### src/rtl/mips_pkg.sv
// Shared MIPS32 pipeline definitions: memory op one-hot bit positions and
// the memory-stage FSM encoding.
package mips_pkg;

  localparam int LD_LB  = 0;
  localparam int LD_LBU = 1;
  localparam int LD_LH  = 2;
  localparam int LD_LHU = 3;
  localparam int LD_LW  = 4;

  localparam int ST_SB = 0;
  localparam int ST_SH = 1;
  localparam int ST_SW = 2;

  typedef enum logic {
    S_IDLE = 1'b0,
    S_WAIT = 1'b1
  } mem_state_e;

endpackage

### src/rtl/mem_align.sv
// Combinational lane logic for the memory stage: store byte enables and lane
// replication, load lane extraction with sign/zero extension, alignment check.
module mem_align
  import mips_pkg::*;
(
  input  logic        memread_i,
  input  logic        memwrite_i,
  input  logic [8:0]  load_op_i,
  input  logic [5:0]  store_op_i,
  input  logic [1:0]  addr_lo_i,
  input  logic [31:0] store_data_i,
  input  logic [31:0] rdata_i,
  output logic        misaligned_o,
  output logic [3:0]  be_o,
  output logic [31:0] wdata_o,
  output logic [31:0] load_data_o
);

  logic       ld_b, ld_h, ld_w, ld_sext;
  logic       st_b, st_h, st_w;
  logic       ld_mis, st_mis;
  logic [7:0] byte_lane;
  logic [15:0] half_lane;

  // Lower op bits win; reserved encodings and an empty op decode as a word.
  assign ld_b = load_op_i[LD_LB] | load_op_i[LD_LBU];
  assign ld_h = ~ld_b & (load_op_i[LD_LH] | load_op_i[LD_LHU]);
  assign ld_w = ~ld_b & ~ld_h & ((|load_op_i[8:LD_LW]) | ~(|load_op_i));
  assign ld_sext = ld_b ? load_op_i[LD_LB] : load_op_i[LD_LH];

  assign st_b = store_op_i[ST_SB];
  assign st_h = ~st_b & store_op_i[ST_SH];
  assign st_w = ~st_b & ~st_h & ((|store_op_i[5:ST_SW]) | ~(|store_op_i));

  assign ld_mis = (ld_h & addr_lo_i[0]) | (ld_w & (|addr_lo_i));
  assign st_mis = (st_h & addr_lo_i[0]) | (st_w & (|addr_lo_i));
  assign misaligned_o = (memread_i & ld_mis) | (memwrite_i & st_mis);

  always_comb begin
    be_o    = 4'b1111;
    wdata_o = 32'h0;
    if (memwrite_i) begin
      if (st_b) begin
        be_o    = 4'b0001 << addr_lo_i;
        wdata_o = {4{store_data_i[7:0]}};
      end else if (st_h) begin
        be_o    = addr_lo_i[1] ? 4'b1100 : 4'b0011;
        wdata_o = {2{store_data_i[15:0]}};
      end else begin
        wdata_o = store_data_i;
      end
    end
  end

  always_comb begin
    case (addr_lo_i)
      2'd0:    byte_lane = rdata_i[7:0];
      2'd1:    byte_lane = rdata_i[15:8];
      2'd2:    byte_lane = rdata_i[23:16];
      default: byte_lane = rdata_i[31:24];
    endcase
    half_lane = addr_lo_i[1] ? rdata_i[31:16] : rdata_i[15:0];

    if (ld_b)
      load_data_o = {{24{ld_sext & byte_lane[7]}}, byte_lane};
    else if (ld_h)
      load_data_o = {{16{ld_sext & half_lane[15]}}, half_lane};
    else
      load_data_o = rdata_i;
  end

endmodule

### src/rtl/mem_stage.sv
// MIPS32 memory-access stage: data-memory handshake FSM with timeout,
// pipeline stall generation and the MEM/WB pipeline register.
module mem_stage
  import mips_pkg::*;
#(
  parameter int TIMEOUT = 64,
  parameter int TO_W    = 7
) (
  input  logic        clk,
  input  logic        rst,
  input  logic        M_regwrite,
  input  logic        M_memtoreg,
  input  logic        M_memread,
  input  logic        M_memwrite,
  input  logic [31:0] M_memaddr,
  input  logic [8:0]  M_load_op,
  input  logic [5:0]  M_store_op,
  input  logic [31:0] M_store_data,
  input  logic [31:0] M_alu_out,
  input  logic [4:0]  M_rt_rd,
  output logic        M_stall,
  output logic        dmem_req,
  output logic        dmem_we,
  output logic [31:0] dmem_addr,
  output logic [3:0]  dmem_be,
  output logic [31:0] dmem_wdata,
  input  logic [31:0] dmem_rdata,
  input  logic        dmem_ack,
  output logic        W_regwrite,
  output logic        W_memtoreg,
  output logic [4:0]  W_rt_rd,
  output logic [31:0] W_alu_out,
  output logic [31:0] W_mem_data,
  output logic        W_addr_err,
  output logic        W_bus_err
);

  mem_state_e      state_q, state_d;
  logic [TO_W-1:0] cnt_q, cnt_d;
  logic            misaligned, access, complete, bus_err, req_c;
  logic [31:0]     load_data;

  mem_align u_align (
    .memread_i    (M_memread),
    .memwrite_i   (M_memwrite),
    .load_op_i    (M_load_op),
    .store_op_i   (M_store_op),
    .addr_lo_i    (M_memaddr[1:0]),
    .store_data_i (M_store_data),
    .rdata_i      (dmem_rdata),
    .misaligned_o (misaligned),
    .be_o         (dmem_be),
    .wdata_o      (dmem_wdata),
    .load_data_o  (load_data)
  );

  assign access    = (M_memread | M_memwrite) & ~misaligned;
  assign dmem_we   = M_memwrite;
  assign dmem_addr = {M_memaddr[31:2], 2'b00};

  always_comb begin
    state_d  = state_q;
    cnt_d    = cnt_q;
    req_c    = 1'b0;
    complete = 1'b0;
    bus_err  = 1'b0;
    case (state_q)
      S_IDLE: begin
        req_c = access;
        if (access) begin
          if (dmem_ack) begin
            complete = 1'b1;
          end else begin
            state_d = S_WAIT;
            cnt_d   = '0;
          end
        end
      end
      default: begin
        req_c = 1'b1;
        cnt_d = cnt_q + TO_W'(1);
        if (dmem_ack) begin
          complete = 1'b1;
          state_d  = S_IDLE;
        end else if (cnt_q == TO_W'(TIMEOUT - 1)) begin
          // Abandon the access: request drops in the same cycle it is retired.
          complete = 1'b1;
          bus_err  = 1'b1;
          req_c    = 1'b0;
          state_d  = S_IDLE;
        end
      end
    endcase
  end

  assign M_stall  = access & ~complete;
  assign dmem_req = req_c & rst;

  always_ff @(posedge clk) begin
    if (!rst) begin
      state_q <= S_IDLE;
      cnt_q   <= '0;
    end else begin
      state_q <= state_d;
      cnt_q   <= cnt_d;
    end
  end

  always_ff @(posedge clk) begin
    if (!rst) begin
      W_regwrite <= 1'b0;
      W_memtoreg <= 1'b0;
      W_rt_rd    <= 5'd0;
      W_alu_out  <= 32'h0;
      W_mem_data <= 32'h0;
      W_addr_err <= 1'b0;
      W_bus_err  <= 1'b0;
    end else if (M_stall) begin
      W_regwrite <= 1'b0;
      W_addr_err <= 1'b0;
      W_bus_err  <= 1'b0;
    end else begin
      W_regwrite <= M_regwrite & ~misaligned & ~bus_err;
      W_memtoreg <= M_memtoreg;
      W_rt_rd    <= M_rt_rd;
      W_alu_out  <= M_alu_out;
      W_mem_data <= bus_err ? 32'h0 : load_data;
      W_addr_err <= misaligned;
      W_bus_err  <= bus_err;
    end
  end

endmodule

### config.mk
export PLATFORM = sky130hd
export DESIGN_NAME = mem_stage
export DESIGN_NICKNAME = d
export VERILOG_FILES = /design/src/rtl/mips_pkg.sv /design/src/rtl/mem_align.sv /design/src/rtl/mem_stage.sv
export SDC_FILE = /design/constraint.sdc
export NUM_CORES = 1
export LEC_CHECK = 0
export CAP_MARGIN = 10
export CELL_PAD_IN_SITES_DETAIL_PLACEMENT = 0
export CELL_PAD_IN_SITES_GLOBAL_PLACEMENT = 1
export CORE_MARGIN = 2
export CORE_UTILIZATION = 28
export DETAILED_ROUTE_END_ITERATION = 8
export PLACE_DENSITY = 0.9
export SLEW_MARGIN = 20
export SYNTH_ARGS = -nofsm -noshare
export SYNTH_HDL_FRONTEND = slang
export SYNTH_SLANG_ARGS = --single-unit
### constraint.sdc
create_clock -name clk -period 4.92 [get_ports clk]
set_clock_uncertainty 0.2 [all_clocks]
set_input_delay 0.492 -clock clk [delete_from_list [all_inputs] [get_ports clk]]
set_output_delay 0.492 -clock clk [all_outputs]
set_load 0.005 [all_outputs]
# Word-level counts from Yosys, hierarchy flattened
# Index checks and enable logic that the tools add are counted.
totals:
  register_bits: 81
  in_bits: 155
  output_inout_bits: 144
  elab_cells: 91
classes:
  n_addsub: 1
  eq_ne: 4
  shift: 1
  muxes: 30
  bitwise_logic: 37
  n_reduce_logical: 9
ops:
  columns: ["operator", "n"]
  rows:
  - ["two-way mux 32 bit", 6]
  - ["one-hot mux 8 bit (3 select lines)", 1]
  - ["two-way mux 7 bit", 3]
  - ["AND 1 bit", 19]
  - ["two-way mux 16 bit", 1]
  - ["two-way mux 4 bit", 4]
  - ["two-way mux 1 bit", 15]
  - ["inverter 1 bit", 10]
  - ["OR reduction 9 bit", 1]
  - ["OR 1 bit", 8]
  - ["adder 7 x 1 -> 7 bit (second input constant)", 1]
  - ["== test 7 x 6 -> 1 bit (second input constant)", 1]
  - ["OR reduction 6 bit", 1]
  - ["OR reduction 5 bit", 1]
  - ["OR reduction 2 bit", 2]
  - ["OR reduction 4 bit", 1]
  - ["<< shifter 1 x 2 -> 4 bit (first input constant)", 1]
  - ["== test 2 x 1 -> 1 bit (second input constant)", 1]
  - ["== test 2 bit (second input constant)", 1]
  - ["logical NOT 2 bit", 1]
  - ["!= test 2 x 1 -> 1 bit (second input constant)", 1]
  - ["AND reduction 2 bit", 1]
  - ["nonzero test 2 bit", 1]

# Logic depth before layout (Yosys ltp)
logic_depth:
  depth_word: 17
  depth_mapped: 8
  depth_no_buf: 6

# Modules after synthesis
# Synthesis repeated with hierarchy kept, for this count alone.
hier_totals:
  cells_unflattened: 595
  area_unflattened_um2: 4566.9
by_module_without_submodules:
  columns: ["module", "n_inst", "cells_per_inst", "area_per_inst_um2", "seq_area_each_um2"]
  rows:
  - ["mem_stage", 1, 363, 3179.3, 1621.6]
  - ["mem_align", 1, 232, 1387.6, 0.0]

# Least setup slack after synthesis
# Ideal clock, no wire load.
synth_timing:
  kind: "flip-flop to output port"
  startpoint: "reg cnt_q[0]"
  endpoint: "out M_stall"
  arrival_ns: 1.540
  required_ns: 4.228
  setup_slack_ns: 2.688
  stages_incl_launch_ff: 8
  path_buffers: 2
  path_cell_list: "dfxtp_1 -> ha_1 -> nand4_2 -> or3_4 -> nand4_2 -> buf_12 -> inv_6 -> buf_6"
synth_via:
  elab_chain_cells: 6
synth_rtl:
  columns: ["element", "line_no", "source"]
  rows:
  - ["from (decl)", "mem_stage.sv:39", "logic [TO_W-1:0] cnt_q, cnt_d;"]
  - ["from (signal assigned)", "mem_stage.sv:105", "cnt_q <= cnt_d;"]
  - ["== test 7 x 6 -> 1 bit", "mem_stage.sv:85", "end else if (cnt_q == TO_W'(TIMEOUT - 1)) begin"]
  - ["two-way mux 1 bit", "mem_stage.sv:85", null]
  - ["two-way mux 1 bit", "mem_stage.sv:82", "if (dmem_ack) begin"]
  - ["two-way mux 1 bit", "mem_stage.sv:67", "case (state_q)"]
  - ["inverter 1 bit", "mem_stage.sv:96", "assign M_stall = access & ~complete;"]
  - ["AND 1 bit", "mem_stage.sv:96", null]
  - ["to (decl)", "mem_stage.sv:21", "output logic M_stall,"]
# No other way between the ends.

# Worst setup path in the final report
layout_timing:
  startpoint: "in M_memwrite"
  endpoint: "out M_stall"
layout_via:
  elab_chain_cells: 8
  elab_cells_between_ends: 9
  classes_between: "mux: 2; bitwise: 7"
layout_rtl:
  columns: ["element", "line_no", "source"]
  rows:
  - ["from (decl)", "mem_stage.sv:14", "input logic M_memwrite,"]
  - ["AND 1 bit", "mem_align.sv:37", "assign misaligned_o = (memread_i & ld_mis) | (memwrite_i & st_mis);"]
  - ["OR 1 bit", "mem_align.sv:37", null]
  - ["inverter 1 bit", "mem_stage.sv:57", "assign access = (M_memread | M_memwrite) & ~misaligned;"]
  - ["AND 1 bit *", "mem_stage.sv:57", null]
  - ["two-way mux 1 bit", "mem_stage.sv:70", "if (access) begin"]
  - ["two-way mux 1 bit", "mem_stage.sv:67", null]
  - ["inverter 1 bit", "mem_stage.sv:96", null]
  - ["AND 1 bit *", "mem_stage.sv:96", null]
# Every way passes the cells marked *; elsewhere a longest branch is shown, timed or not.

==> results.py <==
metrics = {
    "timing": {
        "slew_viol_final": 0,
        "hold_viol_final": 0,
        "tightest_slew_ps": 741,
        "setup_viol": 0,
        "min_period_over_period_pct": 74.3,
        "slew_headroom_pct": 50.6,
        "fmax_ghz": 0.274,
        "rsz0062_at_grt": "false",
        "fin_crit_ps": 3650,
        "final.setup.tns_ps": 0,
    },
    "layout": {
        "area_delta_synth_final_pct": 49.5,
        "drive_above_1_share_pct": 7.12,
        "fillers": 1692,
        "fin_cells": 969,
        "ff_latch_area_sq_um": 1620,
        "diodes": 0,
        "final_nets": 895,
        "multiInputGateArea_sq_um": 2750,
    },
    "place": {
        "dp.cells": 953,
        "io_buffers": 227,
        "dpl.hpwl_microns": 11200,
        "gp_congestion": 0.815,
    },
    "yosys": {
        "synth_compound_gate_area_share_pct": 15.7,
        "synth_edf_count": 0,
        "yosys.area_share.simple_pct": 17.1,
        "synth_fa_ha_area_share_pct": 0.255,
        "yosys.area.top_type": "dfxtp_1",
        "yosys_warnings": 0,
        "syn_avg_cell_area_sq_um": 8.58,
        "ys_ff_latch": 81,
        "yosysMostFrequentCell": "nand2_1",
        "synth_area_sq_um": 4910,
        "yosysSeqAreaShare_pct": 33.1,
        "yosys-top-cells-area": "dfxtp_1, mux2i_1, nand2_1",
        "synthMuxAreaShare_pct": 22.9,
        "synth_ff_type": "dfxtp_1",
        "synth_commonest_cells": "nand2_1, mux2i_1, dfxtp_1, buf_4",
        "netlist.area_leader.share_pct": 33.1,
        "synth_top_family_by_area": "multiplexers",
        "synth-xor-area-share_pct": 0,
        "synthArstFlopShare_pct": 0,
        "syn_inst": 572,
        "netlist-cell-type-count": 48,
    },
    "global_routing": {
        "grt_pass1_wl_microns": 23400,
        "grt.total_usage_pct": 16.2,
        "grt_start_max_net_pins": 65,
        "grt.overflow.total": 0,
        "antenna_found_initial": 0,
        "grt_pass1_vias": 4271,
    },
    "setup_path": {
        "worstSetupPathType": "in -> out",
        "cpMaxStageDelayCell": "clkdlybuf4s50_1",
        "critical_path.max_stage_delay_ps": 560,
        "endpoint_kind": "primary output",
        "cp.required_ps": 4230,
        "cp.arrival_ps": 2960,
        "crit_chain": "clkdlybuf4s50_1 > buf_4 > or2_2 > nor2b_1 > nand4_2 > buf_4 > inv_6 > clkdlybuf4s50_1",
        "cp_max_fo": 39,
        "worstSetupStartpointType": "input port",
    },
    "routing": {
        "via_per_inst": 4.67,
        "totalWireLength_microns": 15300,
        "drc": 0,
        "num_vias": 4528,
        "drt_iter0_markers": 131,
        "wl_per_cell_microns": 15.8,
        "first_pass_iters": 4,
        "antenna_left": 0,
    },
    "power_and_ir_drop": {
        "power_density_nw_per_um2": 268,
        "vdd_ir_drop_max_v": 0.000152,
        "p_leak_uw": 0.00282,
        "finalPower_uw": 1970,
    },
    "floorplan": {
        "rows": 48,
        "die_h_microns": 136,
        "fp.dieW_microns": 136,
        "fp.coreArea_sq_um": 17200,
        "io_pins": 299,
        "start_util_pct": 28.5,
        "die-area_sq_um": 18600,
    },
    "outcome": {
        "outcome": "finished clean",
    },
    "clock_tree": {
        "clk_pin_slew_ps": 60,
        "clockBufferDepth": 2,
        "cts_made_buffers": 9,
        "hold_buffers": 0,
        "post_cts_buffers": 0,
        "cts_num_sinks": 81,
        "htree_levels": 3,
        "clock_latency_ps": 340,
        "cts_root_buf": "clkbuf_16",
        "cts_tree": "built",
        "post_cts_resized": 0,
    },
    "worst_hold_path": {
        "hp-class": "reg -> reg",
    },
    "job": {
        "cap_viol_max_count": 0,
    },
}
[flip-flops by register name, summed over array words and instances (netlist names)]
| name | count |
|---|---|
| W_alu_out | 32 |
| cnt_q | 7 |
| state_q | 1 |
| W_memtoreg | 1 |
| W_mem_data | 32 |
| W_regwrite | 1 |
| W_rt_rd | 5 |
| W_addr_err | 1 |
| W_bus_err | 1 |
[metrics by stage]
stage | area (sq um) | setup WS, ps | util [%] | hold WS [ps]
after floorplan | 4910 | 2690 | - | 232
after global placement | 7010 | 1270 | 40.7 | 243
after detailed placement | 7010 | 1280 | 40.7 | 247
after CTS | 7330 | 1260 | 42.6 | 259
after global routing | 7340 | 1130 | 42.6 | 275
final | 7340 | 1270 | 42.6 | 255
[cell usage in the layout, fill, tap and decap left out, drive strengths merged, types with 3 or more instances in the layout]
cell / netlist / final
mux2: 17 / 17
mux2i: 93 / 93
nand3: 3 / 3
clkdlybuf4s50: 0 / 226
buf: 53 / 9
and2: 16 / 16
o211ai: 16 / 16
a21oi: 3 / 3
nand2: 136 / 136
a31oi: 3 / 3
nor3: 3 / 3
dfxtp: 81 / 81
inv: 7 / 7
nand2b: 11 / 11
nor2: 4 / 4
clkinv: 0 / 3
a22oi: 8 / 8
a21boi: 18 / 18
o2111ai: 16 / 16
clkbuf: 27 / 11
o21ai: 28 / 28
nor2b: 4 / 4
or3: 3 / 3
[cell type report]
| type | instances | area share (%) |
|---|---|---|
| Inverter | 7 | 0.426 |
| Multi-Input combinational cell | 405 | 37.5 |
| Timing Repair Buffer | 235 | 31.8 |
| Clock buffer | 11 | 3.31 |
| Sequential cell | 81 | 22.1 |
| Clock inverter | 5 | 1.07 |
| Tap cell | 225 | 3.84 |
[per-layer routing]
| layer | track usage (%) | part of all wire, % | up-vias |
|---|---|---|---|
| met3 | 4.77 | 7.1 | 34 |
| met1 | 20.4 | 44 | 2063 |
| met4 | 7.99 | 3.0 | 0 |
| li1 | - | - | 2290 |
| met2 | 25.0 | 46 | 141 |
| met5 | 0 | 0 | - |
[logic make-up (layout without fill, tap and decap cells)]
logic type	after synthesis	in the layout
AOI/OAI and AO/OA	105	105
adders and majority gates	1	1
buffers and inverters	87	258
DFF	81	81
muxes	110	110
other	1	2
and+or+nand+nor	187	187
[power by group]
| group | internal [uW] | total, uW | switching (uW) |
|---|---|---|---|
| clock network | 458 | 737 | 280 |
| registers | 707 | 735 | 27.8 |
| logic | 291 | 494 | 203 |
| total | 1460 | 1970 | 511 |
[final timing paths]
check	startpoint	to	slack [ps]	cells past startpoint
setup / recovery	M_memwrite	M_stall	1270	8
hold / removal	W_alu_out[7]	W_alu_out[7]	250	2
setup reg to reg	cnt_q[0]	W_rt_rd[0]	2160	8
hold reg to reg	W_alu_out[7]	W_alu_out[7]	250	2
[critical path: cells and delay by family]
family	cells	cell delay, ps
buffers and inverters	5	1850
AND/OR/NAND/NOR	3	600
Note: power is estimated with default switching activity, not from simulation.
